$ cat src/rtl/nibble_serial_adder_pkg.sv
`default_nettype none
// ============================================================================
//  Module      : nibble_serial_adder_pkg
//  Description : Shared definitions for the nibble-serial adder/subtractor:
//                controller state encoding and the nibble width.
//  Contents    : NIB     - width of the shared adder slice (4 bits)
//                state_t - IDLE / RUN / DONE controller states
//  Revision    : 1.0 - initial release
// ============================================================================
package nibble_serial_adder_pkg;

    localparam int NIB = 4;

    typedef enum logic [1:0] {
        IDLE = 2'd0,
        RUN  = 2'd1,
        DONE = 2'd2
    } state_t;

endpackage : nibble_serial_adder_pkg
`default_nettype wire

$ cat src/rtl/nibble_serial_adder_adder_4bit.sv
`default_nettype none
// ============================================================================
//  Module      : adder_4bit
//  Description : Purely combinational 4-bit ripple-carry adder. This is the
//                only arithmetic element of the nibble-serial adder.
//  Ports       : a_i  [3:0] - addend A
//                b_i  [3:0] - addend B
//                ci_i       - carry in
//                s_o  [3:0] - sum
//                co_o       - carry out
//  Revision    : 1.0 - initial release
// ============================================================================
module adder_4bit
    import nibble_serial_adder_pkg::*;
(
    input  logic [NIB-1:0] a_i,
    input  logic [NIB-1:0] b_i,
    input  logic           ci_i,
    output logic [NIB-1:0] s_o,
    output logic           co_o
);

    logic [NIB:0] w_c;

    assign w_c[0] = ci_i;

    for (genvar i = 0; i < NIB; i++) begin : g_fa
        assign s_o[i]   = a_i[i] ^ b_i[i] ^ w_c[i];
        assign w_c[i+1] = (a_i[i] & b_i[i]) | (w_c[i] & (a_i[i] ^ b_i[i]));
    end

    assign co_o = w_c[NIB];

endmodule : adder_4bit
`default_nettype wire

$ cat src/rtl/nibble_serial_adder.sv
`default_nettype none
// ============================================================================
//  Module      : nibble_serial_adder
//  Description : Multi-cycle WIDTH-bit adder/subtractor that streams both
//                operands through a single 4-bit adder, one nibble per clock,
//                LSB nibble first, carrying between steps.
//  Ports       : clk        - rising-edge clock
//                rst_n      - asynchronous active-low reset
//                start_i    - request, sampled only when not busy
//                a_i, b_i   - operands, captured on the accepting edge
//                cin_i      - carry in for add (ignored for subtract)
//                sub_i      - 0: A+B+cin, 1: A-B
//                busy_o     - high while the operation is in flight
//                done_o     - one-cycle pulse, result valid
//                sum_o      - result, held until the next accepted start
//                cout_o     - final carry (subtract: 1 = no borrow)
//                ovf_o      - two's-complement overflow
//  Revision    : 1.0 - initial release
// ============================================================================
module nibble_serial_adder
    import nibble_serial_adder_pkg::*;
#(
    parameter int WIDTH = 16
) (
    input  logic             clk,
    input  logic             rst_n,
    input  logic             start_i,
    input  logic [WIDTH-1:0] a_i,
    input  logic [WIDTH-1:0] b_i,
    input  logic             cin_i,
    input  logic             sub_i,
    output logic             busy_o,
    output logic             done_o,
    output logic [WIDTH-1:0] sum_o,
    output logic             cout_o,
    output logic             ovf_o
);

    localparam int N  = WIDTH / NIB;
    localparam int CW = (N > 1) ? $clog2(N) : 1;
    localparam logic [CW-1:0] c_LAST_STEP = CW'(N - 1);

    state_t           state_q,  state_d;
    logic [WIDTH-1:0] a_q,      a_d;
    logic [WIDTH-1:0] b_q,      b_d;
    logic [WIDTH-1:0] sum_q,    sum_d;
    logic             carry_q,  carry_d;
    logic [CW-1:0]    cnt_q,    cnt_d;
    logic             sign_a_q, sign_a_d;
    logic             sign_b_q, sign_b_d;
    logic             cout_q,   cout_d;
    logic             ovf_q,    ovf_d;

    logic [NIB-1:0]   w_nib;
    logic             w_nib_co;
    logic [WIDTH-1:0] w_b_eff;
    logic [WIDTH-1:0] w_a_shift;
    logic [WIDTH-1:0] w_b_shift;
    logic [WIDTH-1:0] w_sum_shift;
    logic             w_last;

    // ------------------------------------------------------------------
    // Shared nibble adder: always fed from the low nibble of the operand
    // shift registers and the inter-step carry.
    // ------------------------------------------------------------------
    adder_4bit u_adder (
        .a_i  (a_q[NIB-1:0]),
        .b_i  (b_q[NIB-1:0]),
        .ci_i (carry_q),
        .s_o  (w_nib),
        .co_o (w_nib_co)
    );

    // Subtraction is A + ~B + 1; inversion happens once at capture time.
    assign w_b_eff = sub_i ? ~b_i : b_i;
    assign w_last  = (cnt_q == c_LAST_STEP);

    // A single-nibble operand has nothing above the low nibble to shift in,
    // so the shift paths are split to keep every slice in range.
    if (N > 1) begin : g_multi
        assign w_a_shift   = {{NIB{1'b0}}, a_q[WIDTH-1:NIB]};
        assign w_b_shift   = {{NIB{1'b0}}, b_q[WIDTH-1:NIB]};
        assign w_sum_shift = {w_nib, sum_q[WIDTH-1:NIB]};
    end else begin : g_single
        assign w_a_shift   = '0;
        assign w_b_shift   = '0;
        assign w_sum_shift = w_nib;
    end

    // ------------------------------------------------------------------
    // State and datapath registers
    // ------------------------------------------------------------------
    always_ff @(posedge clk or negedge rst_n) begin
        if (!rst_n) begin
            state_q  <= IDLE;
            a_q      <= '0;
            b_q      <= '0;
            sum_q    <= '0;
            carry_q  <= 1'b0;
            cnt_q    <= '0;
            sign_a_q <= 1'b0;
            sign_b_q <= 1'b0;
            cout_q   <= 1'b0;
            ovf_q    <= 1'b0;
        end else begin
            state_q  <= state_d;
            a_q      <= a_d;
            b_q      <= b_d;
            sum_q    <= sum_d;
            carry_q  <= carry_d;
            cnt_q    <= cnt_d;
            sign_a_q <= sign_a_d;
            sign_b_q <= sign_b_d;
            cout_q   <= cout_d;
            ovf_q    <= ovf_d;
        end
    end

    // ------------------------------------------------------------------
    // Next-state and datapath control
    // ------------------------------------------------------------------
    always_comb begin
        state_d  = state_q;
        a_d      = a_q;
        b_d      = b_q;
        sum_d    = sum_q;
        carry_d  = carry_q;
        cnt_d    = cnt_q;
        sign_a_d = sign_a_q;
        sign_b_d = sign_b_q;
        cout_d   = cout_q;
        ovf_d    = ovf_q;

        case (state_q)
            IDLE, DONE: begin
                if (start_i) begin
                    a_d      = a_i;
                    b_d      = w_b_eff;
                    carry_d  = sub_i ? 1'b1 : cin_i;
                    cnt_d    = '0;
                    sign_a_d = a_i[WIDTH-1];
                    sign_b_d = w_b_eff[WIDTH-1];
                    state_d  = RUN;
                end else if (state_q == DONE) begin
                    state_d  = IDLE;
                end
            end
            RUN: begin
                sum_d   = w_sum_shift;
                a_d     = w_a_shift;
                b_d     = w_b_shift;
                carry_d = w_nib_co;
                if (w_last) begin
                    // Counter is left at its final value so it never wraps.
                    cout_d  = w_nib_co;
                    ovf_d   = (sign_a_q == sign_b_q) && (w_nib[NIB-1] != sign_a_q);
                    state_d = DONE;
                end else begin
                    cnt_d   = cnt_q + CW'(1);
                end
            end
            default: begin
                state_d = IDLE;
            end
        endcase
    end

    assign busy_o = (state_q == RUN);
    assign done_o = (state_q == DONE);
    assign sum_o  = sum_q;
    assign cout_o = cout_q;
    assign ovf_o  = ovf_q;

endmodule : nibble_serial_adder
`default_nettype wire

$ cat config.mk
export PLATFORM = sky130hd
export DESIGN_NAME = nibble_serial_adder
export DESIGN_NICKNAME = d
export VERILOG_FILES = /design/src/rtl/nibble_serial_adder_pkg.sv /design/src/rtl/nibble_serial_adder_adder_4bit.sv /design/src/rtl/nibble_serial_adder.sv
export SDC_FILE = /design/constraint.sdc
export NUM_CORES = 1
export LEC_CHECK = 0
export CORE_MARGIN = 1.5
export CORE_UTILIZATION = 50
export CTS_CLUSTER_SIZE = 14
export DETAILED_ROUTE_END_ITERATION = 16
export PLACE_DENSITY = 0.87
export SLEW_MARGIN = 15
export SYNTH_ARGS = -nofsm -noshare
export SYNTH_HDL_FRONTEND = slang
export SYNTH_SLANG_ARGS = --single-unit
$ cat constraint.sdc
create_clock -name clk -period 2.7 [get_ports clk]
set_input_delay 0.27 -clock clk [delete_from_list [all_inputs] [get_ports clk]]
set_output_delay 0.27 -clock clk [all_outputs]
set_load 0.005 [all_outputs]
==> results of run 1 <==
## how the worst min path moves through the flow
stage / from / end / slack (ps)
2_1_floorplan: rst_n / a_q[0] / -30
3_3_place_gp: rst_n / sum_o[3] / 230
3_5_place_dp: rst_n / sum_o[3] / 240
4_1_cts: rst_n / sum_o[8] / 410
5_1_grt: rst_n / sum_o[0] / 460
6_report: rst_n / sum_o[0] / 400
## placed cells by master (no fill, tap or decap), types with 7 or more instances in the layout
cell type / Yosys / final
a22o_1: 7 / 7
inv_1: 9 / 9
clkdlybuf4s50_1: 0 / 55
nor2_1: 12 / 12
nand2_1: 63 / 63
clkbuf_8: 0 / 11
xnor2_1: 12 / 12
dfrtp_1: 57 / 57
nand3_1: 13 / 13
a221o_1: 14 / 14
a22oi_1: 10 / 10
## metrics by stage
stage	instances	util, %	hold slack (ps)
3_3_place_gp	356	64.9	226
6_report	373	68.7	401
3_5_place_dp	356	64.9	236
4_1_cts	373	68.7	410
2_1_floorplan	245	-	-25.6
5_1_grt	373	68.7	458
## state kept, by name, summed over array words and instances, names as in the netlist
signal and flops:
a_q 16, sign_b_q 1, cout_o 1, b_q 16
state_q 2, sum_o 16, ovf_o 1, sign_a_q 1
carry_q 1, cnt_q 2
## logic make-up (layout without fill, tap and decap cells)
logic type,Yosys count,after routing,share of synthesized area [%]
XOR/XNOR,16,16,5.45
buffers and inverters,27,88,5.84
adder cells (fa/ha/maj),5,5,3.60
flip-flops,57,57,55.4
AND/OR/NAND/NOR,99,99,16.7
AO/OA/AOI/OAI,41,41,12.9
## Yosys cell counts
cell	instances	area [um2]
a31oi_1	1	6.26
a21oi_1	1	5.00
a22oi_1	10	75.1
inv_1	9	33.8
or3_1	2	12.5
nand3_1	13	65.1
fa_1	4	80.1
nand2_1	63	236
buf_6	3	33.8
nor3_1	2	10.0
ha_1	1	12.5
nor2_1	12	45.0
nand3b_1	2	15.0
clkbuf_1	3	11.3
o21ai_1	1	5.00
nand2b_1	2	12.5
nor2b_1	1	6.26
buf_4	2	15.0
o211ai_1	2	15.0
inv_8	1	11.3
xor2_1	4	35.0
and2b_1	1	7.51
nor2_8	1	20.0
a221o_1	14	140
dfrtp_1	57	1430
xnor2_1	12	105
o21ai_0	5	25.0
a22o_1	7	61.3
buf_2	9	45.0
## report_power, final
| group | total (W) | internal (W) | switching, W |
|---|---|---|---|
| registers | 0.00149 | 0.00124 | 0.000244 |
| logic | 0.00157 | 0.000747 | 0.000823 |
| clock network | 0.000706 | 0.000379 | 0.000328 |
| total | 0.00376 | 0.00237 | 0.00139 |
## per-layer routing
layer / track usage, % / wire (um) / part of all wire [%] / vias to the layer above
li1: - / - / - / 942
met1: 28.0 / 2290 / 43 / 949
met2: 34.3 / 2590 / 49 / 74
met3: 4.55 / 296 / 5.6 / 13
met4: 11.5 / 121 / 2.3 / 0
met5: 0 / 0 / 0 / -
## layout make-up
cell class | count | area share, %
clock buffers | 13 | 4.77
clock inverters | 3 | 0.451
inverters | 10 | 1.35
multi-input cells | 161 | 30.0
flip-flops and latches | 57 | 42.8
well taps | 67 | 2.52
repair buffers | 62 | 18.1
==> impl_metrics.tcl, run 1 <==
set metrics [dict create \
    finalSetupViolations 0 \
    start_util_pct 53.1 \
    hp-class "input pin to async pin" \
    grt-ovfl-total 0 \
    route.vias.total 1978 \
    first_pass_grt_wire_length_mm 8.75 \
    detail_route.wirelength_mm 5.29 \
    yosys.cell_types.count 29 \
    timing.final.ws_setup_ps 106 \
    cts_setup_buffers 0 \
    ctsHoldBuffers 1 \
    fin_area_mm2 0.00333 \
    worstSetupPathType "flop to flop" \
    fin_nets 343 \
    power_density_mw_per_mm2 1130 \
    mappedNetlistNets 287 \
    cpPeakStageDelay_ps 430 \
    final.min_clock_period_ps 2590 \
    die_area_mm2 0.00558 \
    p_total_w 0.00376 \
    drt_first_pass_iters 4 \
    place_hpwl_mm 3.67 \
    areaGrowthSynthToFinish_pct 29.5 \
    antenna_left 0 \
    rows 25 \
    synth_seq_cells 57 \
    grt_antenna_before_repair 0 \
    critPathRequiredTime_ps 2960 \
    finalClockSkew_ps 6.96 \
    via_per_inst 5.30 \
    core_area_mm2 0.00485 \
    max_slew.worst_pin.slew_ps 836 \
    synthesis.area_per_instance_um2 10.5 \
    worst_slack_placed_ps 109 \
    report.final.hold_viol_count 0 \
    cts_resized 0 \
    drt-initial-drc-count 164 \
    timing.setup.tns_ps 0 \
    fin_crit_sh_pct 96.1 \
    synth.yosys.warnings 0 \
    r2r.worst_path.cells 9 \
    r2r_setup_slack_ps 110 \
    antennaDiodeCount 0 \
    share_of_cells_above_drive_strength_1_pct 7.52 \
    slowest_stage "fa_1" \
    maximum_clock_insertion_buffer_count 2 \
    register_area_mm2 0.00143 \
    die_height_um 74.7 \
    number_of_cts_inserted_buffers 9 \
    timing.rr.start "a_q[0]" \
    grt_setup_unrepaired "no" \
    clockRootBuffer "clkbuf_8" \
    grt_use_total_pct 21.6 \
    slew_headroom_pct 44.2 \
    routed_wire_length_per_instance_um 14.2 \
    port_buffers 56 \
    grt_max_degree 45 \
    nFillCells 377 \
    timing.critical_path.depth 9 \
    die-width_um 74.7 \
    top_level_ports 57 \
    path_common_cell "fa_1" \
    critical_path.n_buffers_inverters 3 \
    drc 0 \
    drv_slew 0 \
    power.static_leakage_nw 1.56 \
    post_synth_inst_count 245 \
    grt_pass1_vias 1857 \
    setup.worst_path.end "ovf_o" \
    fmaxAchievable_ghz 0.386 \
    capture_instance_of_the_worst_register_to_register_path "ovf_o" \
    cts_htree_levels 3 \
    syn_area_mm2 0.00257 \
    worst_ep_arrival_time_ps 2850 \
    path_max_fanout 3 \
    worstSetupEndpointType "flop" \
    critical_path.cell_chain "fa_1, inv_1, fa_1, inv_1, fa_1, inv_1, fa_1, or3_1, a31oi_1" \
    gpl.final_weighted_congestion 0.747 \
    multi_input_area_um2 998 \
    cp_top_family "adder cells" \
    max-vdd-ir-drop_mv 0.628 \
    cts.reportedPaths.clkPinSlew_ps 60 \
    cts_tree "yes" \
    worst_skew_pair.late_latency_ps 340 \
    placement.cell_area_mm2 0.00315 \
    maxCapViolCount 0 \
    clock_sinks 57 \
    status "complete, no violations" \
    worstSetupStartpoint "a_q[0]" \
    yosysSeqAreaShare_pct 55.4 \
    crit_path_start_kind "flop" \
]
Power figures use the tool's default switching activity.
==> run 2: changes to the inputs <==
--- a/config.mk
+++ b/config.mk
@@ -10,7 +10,9 @@
 export CTS_CLUSTER_SIZE = 14
 export DETAILED_ROUTE_END_ITERATION = 16
 export PLACE_DENSITY = 0.87
+export RECOVER_POWER = 50
 export SLEW_MARGIN = 15
 export SYNTH_ARGS = -nofsm -noshare
 export SYNTH_HDL_FRONTEND = slang
 export SYNTH_SLANG_ARGS = --single-unit
+export TNS_END_PERCENT = 1
==> run 2 against run 1 <==
Effect of this change: via count down 1.2%; critical path depth unchanged; register-to-register slack about the same; highest routed layer unchanged.
==> impl_metrics.tcl, run 2 (synthesis gave the netlist of run 1 again) <==
set metrics [dict create \
    status "complete, no violations" \
    fmaxAchievable_ghz 0.385 \
    grt_use_total_pct 21.6 \
    fin_crit_sh_pct 96.1 \
    final_cell_mix "nand2_1, dfrtp_1, clkdlybuf4s50_1, a221o_1, nand3_1" \
    maximum_clock_insertion_buffer_count 2 \
    cts.reportedPaths.clkPinSlew_ps 60 \
    critPathRequiredTime_ps 2960 \
    hp-class "flop to flop" \
    crit_path_start_kind "flop" \
    layout.cells.most_common "nand2_1" \
    place_hpwl_mm 3.67 \
    finalCoreUtilization_pct 68.5 \
    drc 0 \
    grt-ovfl-total 0 \
    antenna_left 0 \
    power.static_leakage_nw 1.55 \
    path_max_fanout 3 \
    grt_antenna_before_repair 0 \
    cts_resized 0 \
    register_area_mm2 0.00143 \
    finalClockSkew_ps 7.02 \
    die_area_mm2 0.00558 \
    nFillCells 377 \
    routed_wire_length_per_instance_um 14.2 \
    top_level_ports 57 \
    worst_slack_placed_ps 109 \
    multi_input_area_um2 998 \
    cts_tree "yes" \
    number_of_cts_inserted_buffers 9 \
    cts_htree_levels 3 \
    timing.setup.tns_ps 0 \
    cts_setup_buffers 0 \
    timing.final.ws_setup_ps 106 \
    finalSetupViolations 0 \
    clock_sinks 57 \
    slew_headroom_pct 7.35 \
    grt_pass1_vias 1857 \
    rows 25 \
    maxCapViolCount 0 \
    die-width_um 74.7 \
    antennaDiodeCount 0 \
    worst_ep_arrival_time_ps 2850 \
    drt_first_pass_iters 4 \
    drt-initial-drc-count 164 \
    worst_hold_slack_across_all_endpoints_ps 479 \
    p_total_w 0.00375 \
    worstSetupPathType "flop to flop" \
    power_density_mw_per_mm2 1130 \
    fin_nets 343 \
    r2r_setup_slack_ps 110 \
    worst_skew_pair.late_latency_ps 340 \
    ctsHoldBuffers 1 \
    max-vdd-ir-drop_mv 0.628 \
    detail_route.wirelength_mm 5.29 \
    grt_max_degree 45 \
    worstSetupEndpointType "flop" \
    final.min_clock_period_ps 2590 \
    die_height_um 74.7 \
    report.final.hold_viol_count 0 \
    gpl.final_weighted_congestion 0.747 \
    areaGrowthSynthToFinish_pct 29.2 \
    start_util_pct 53.1 \
    core_area_mm2 0.00485 \
    port_buffers 56 \
    first_pass_grt_wire_length_mm 8.75 \
    clockRootBuffer "clkbuf_8" \
    route.vias.total 1954 \
    grt_setup_unrepaired "no" \
    via_per_inst 5.24 \
    share_of_cells_above_drive_strength_1_pct 6.86 \
    drv_slew 0 \
    max_slew.worst_pin.slew_ps 1390 \
]
==> run 2: cell types whose count changed in the layout (fill, tap and decap cells not counted), sizes merged <==
cell	before	now
buf	6	3
clkbuf	13	16
==> run 2: cell type report <==
type / instances / share of cell area, %
repair buffers: 62 / 17.9
multi-input cells: 161 / 30.0
well taps: 67 / 2.52
clock inverters: 3 / 0.452
flip-flops and latches: 57 / 42.9
clock buffers: 13 / 4.78
inverters: 10 / 1.36
==> run 2: report_power, final <==
group | switching (W) | internal (W) | total (W) | leakage, nW
combinational | 0.000820 | 0.000742 | 0.00156 | 0.739
clock | 0.000328 | 0.000379 | 0.000706 | 0.0932
sequential | 0.000244 | 0.00124 | 0.00149 | 0.721
total | 0.00139 | 0.00236 | 0.00375 | 1.55
==> run 2: routing by layer <==
metal | GRT usage, % | vias up | routed length, um
met2 | 34.3 | 66 | 2570
li1 | - | 942 | -
met3 | 4.55 | 11 | 245
met5 | 0 | - | 0
met4 | 11.5 | 0 | 110
met1 | 28.0 | 935 | 2370
==> run 2: worst paths after layout <==
path / from / endpoint / cells after the start
worst max-delay path: a_q[0] / ovf_o / 9
worst min-delay path: sum_o[0] / sum_o[0] / 2
worst max register to register: a_q[0] / ovf_o / 9
worst min register to register: sum_o[0] / sum_o[0] / 2
max in group asynchronous: rst_n / b_q[3] / 3
min in group asynchronous: rst_n / sum_o[0] / 2
==> run 2: through the flow <==
stage / instances / cell area, um2
floorplan: 245 / 2570
global placement: 356 / 3150
detailed placement: 356 / 3150
CTS: 373 / 3330
global route: 373 / 3320
finish: 373 / 3320
==> run 2: critical path, cell delays in order (launching register included) <==
cell     delay, ps
dfrtp_1        400
fa_1           420
inv_1           70
fa_1           160
inv_1           50
fa_1           350
inv_1           70
fa_1           430
or3_1          380
a31oi_1        180
==> run 3: changes to the inputs <==
--- a/config.mk
+++ b/config.mk
@@ -14,5 +14,6 @@
 export SLEW_MARGIN = 15
 export SYNTH_ARGS = -nofsm -noshare
 export SYNTH_HDL_FRONTEND = slang
+export SYNTH_HIERARCHICAL = 1
 export SYNTH_SLANG_ARGS = --single-unit
 export TNS_END_PERCENT = 1
==> constraint.sdc (replaced) <==
create_clock -name clk -period 2.7 [get_ports clk]
set_input_delay 0.27 -clock clk [delete_from_list [all_inputs] [get_ports clk]]
set_output_delay 0.27 -clock clk [all_outputs]
set_load 0.01 [all_outputs]
==> run 3 against run 2 <==
Effect of this change: the run now ends with max-capacitance violations, max-slew violations left; hold slack got worse by 2.4 ps; global-route usage increased by 0.27 points; combinational power increased by 8%; clock skew decreased by 2.3 ps; cell count increased by 2.1%; core utilization decreased by 0.077 points; total power increased by 1.9%; cell area decreased by 0.11%; sequential power about the same; critical path type unchanged; highest routed layer unchanged.
==> impl_metrics.tcl, run 3 <==
set metrics [dict create \
    mappedNetlistNets 293 \
    syn_area_mm2 0.00258 \
    synth.yosys.warnings 6 \
    yosys-top-cells-count "nand2_1, dfrtp_1, nor2_1" \
    finalSetupViolations 0 \
    synthDominantAreaCellType "dfrtp_1" \
    cts_tree "yes" \
    top_level_ports 57 \
    worst_ep_arrival_time_ps 2770 \
    power_density_mw_per_mm2 1150 \
    post_synth_inst_count 251 \
    cts_htree_levels 3 \
    critical_path.n_buffers_inverters 4 \
    dp.cells 364 \
    slew_headroom_pct -53.1 \
    timing.final.ws_setup_ps 157 \
    synthTopCellsByArea "dfrtp_1, nand2_1, a221o_1" \
    synthDominantCellAreaShare_pct 55.2 \
    worst_slack_placed_ps 202 \
    report.final.hold_viol_count 0 \
    path_common_cell "fa_1" \
    final.min_clock_period_ps 2540 \
    die-width_um 74.9 \
    timing.rr.start "a_q[0]" \
    clock_sinks 57 \
    min_path_cells 2 \
    final_cell_mix "nand2_1, dfrtp_1, clkdlybuf4s50_1, nor2_1" \
    via_per_inst 5.29 \
    finalCoreUtilization_pct 68.5 \
    worstSetupEndpointType "flop" \
    core_area_mm2 0.00485 \
    port_buffers 56 \
    drv_slew 46 \
    max-vdd-ir-drop_mv 0.447 \
    fin_nets 351 \
    layoutNonFillerInstCount 381 \
    first_pass_grt_wire_length_mm 9.06 \
    place_hpwl_mm 3.72 \
    maxCapViolCount 1 \
    drt_first_pass_iters 4 \
    worst_hold_slack_across_all_endpoints_ps 476 \
    synth_edf_count 0 \
    grt_use_total_pct 21.9 \
    die_height_um 74.9 \
    path_max_fanout 3 \
    grt_pass1_vias 1930 \
    die_area_mm2 0.00561 \
    yosys.cell_types.count 30 \
    cp_top_family "adder cells" \
    grt-ovfl-total 0 \
    max_slew.worst_pin.slew_ps 2300 \
    synth.most_common_cell "nand2_1" \
    fin_crit_sh_pct 94.2 \
    power.static_leakage_nw 1.58 \
    rows 25 \
    number_of_cts_inserted_buffers 9 \
    clockRootBuffer "clkbuf_8" \
    layout.cells.most_common "nand2_1" \
    fmaxAchievable_ghz 0.393 \
    hold_path.startpoint "sum_o[1]" \
    maximum_clock_insertion_buffer_count 2 \
    capture_instance_of_the_worst_register_to_register_path "ovf_o" \
    crit_path_start_kind "flop" \
    grt_max_degree 47 \
    drc 0 \
    cpPeakStageDelay_ps 440 \
    violations "max-capacitance violations, max-slew violations" \
    detail_route.wirelength_mm 5.44 \
    ctsHoldBuffers 0 \
    critPathRequiredTime_ps 2920 \
    ys_dominant_reg_cell "dfrtp_1" \
    status "complete, but fails checks" \
    grt_antenna_before_repair 0 \
    gpl.final_weighted_congestion 0.750 \
    finalClockSkew_ps 4.76 \
    routed_wire_length_per_instance_um 14.3 \
    async_reset_ff_share_pct 100 \
    hp-class "flop to flop" \
    r2r.worst_path.cells 11 \
    worstSetupPathType "flop to flop" \
    start_util_pct 53.3 \
    slowest_stage "fa_1" \
    synthesis.area_per_instance_um2 10.3 \
    route.vias.total 2014 \
    areaGrowthSynthToFinish_pct 28.4 \
    r2r_setup_slack_ps 160 \
    share_of_cells_above_drive_strength_1_pct 7.01 \
    antenna_left 0 \
    p_total_w 0.00382 \
    yosysSeqAreaShare_pct 55.2 \
    synth_seq_cells 57 \
    critical_path.cell_chain "fa_1, inv_2, fa_1, inv_1, fa_1, inv_1, fa_1, inv_1, and3b_1, a21oi_1, a21oi_1" \
    drt-initial-drc-count 143 \
    worst_skew_pair.late_latency_ps 340 \
    hold-path-endpoint "sum_o[1]" \
    cts.reportedPaths.clkPinSlew_ps 60 \
    antennaDiodeCount 0 \
]
run 3: layer usage:
metal	vias to the layer above	global-route usage, %	wire, um
li1	956	-	-
met3	8	4.28	300
met1	968	28.7	2400
met2	82	34.8	2670
met4	0	11.1	70
met5	-	0	0
run 3: kinds of logic (layout without fill, tap and decap cells):
family          after synthesis  in the layout  synth area share (%)
xor+xnor                     16             16                  5.42
fa+ha+maj                     5              5                  3.58
buf+inv                      29             92                  6.20
mux                           1              1                 0.436
compound gates               38             38                  12.1
flops                        57             57                  55.2
simple gates                105            105                  17.0
run 3: metrics by stage:
stage | cell area (um2) | setup TNS, ps
global route | 3320 | -7.87
detailed placement | 3170 | 0
global placement | 3170 | 0
floorplan | 2580 | 0
finish | 3320 | 0
CTS | 3320 | 0
run 3: worst reg2reg max path, delay by kind of cell (launching register included):
| kind | cells | cell delay [ps] |
|---|---|---|
| buffers and inverters | 4 | 290 |
| and+or+nand+nor | 1 | 180 |
| adders and majority gates | 4 | 1370 |
| AOI/OAI and AO/OA | 2 | 200 |
| DFF | 1 | 400 |
run 3: worst max path at each step:
stage	startpoint	to	slack, ps	cells after the start
after floorplan	a_q[0]	ovf_o	320	11
after global placement	a_q[0]	ovf_o	270	11
after detailed placement	a_q[0]	ovf_o	200	11
after CTS	a_q[0]	ovf_o	150	11
after global routing	a_q[0]	ovf_o	-8	11
final	a_q[0]	ovf_o	160	11
run 3: where the power goes:
part	internal, W	total, W	leakage (nW)	switching (W)
Clock	0.000327	0.000649	0.0839	0.000322
Combinational	0.000766	0.00168	0.779	0.000913
Sequential	0.00124	0.00150	0.721	0.000254
Total	0.00234	0.00382	1.58	0.00149
run 3: repair_timing:
item / 4_1_cts / 5_1_grt
setup endpoints to repair: 0 / 1
resized for setup: 0 / 1
buffers inserted: 0 / 1
run 3: cell type report:
cell class                      count  area [um2]
Timing Repair Buffer               64         603
Sequential cell                    57        1430
Clock inverter                      4        20.0
Multi-Input combinational cell    165         998
Clock buffer                       12         135
Tap cell                           67        83.8
Inverter                           12        52.6
Fill cell                         372        1530
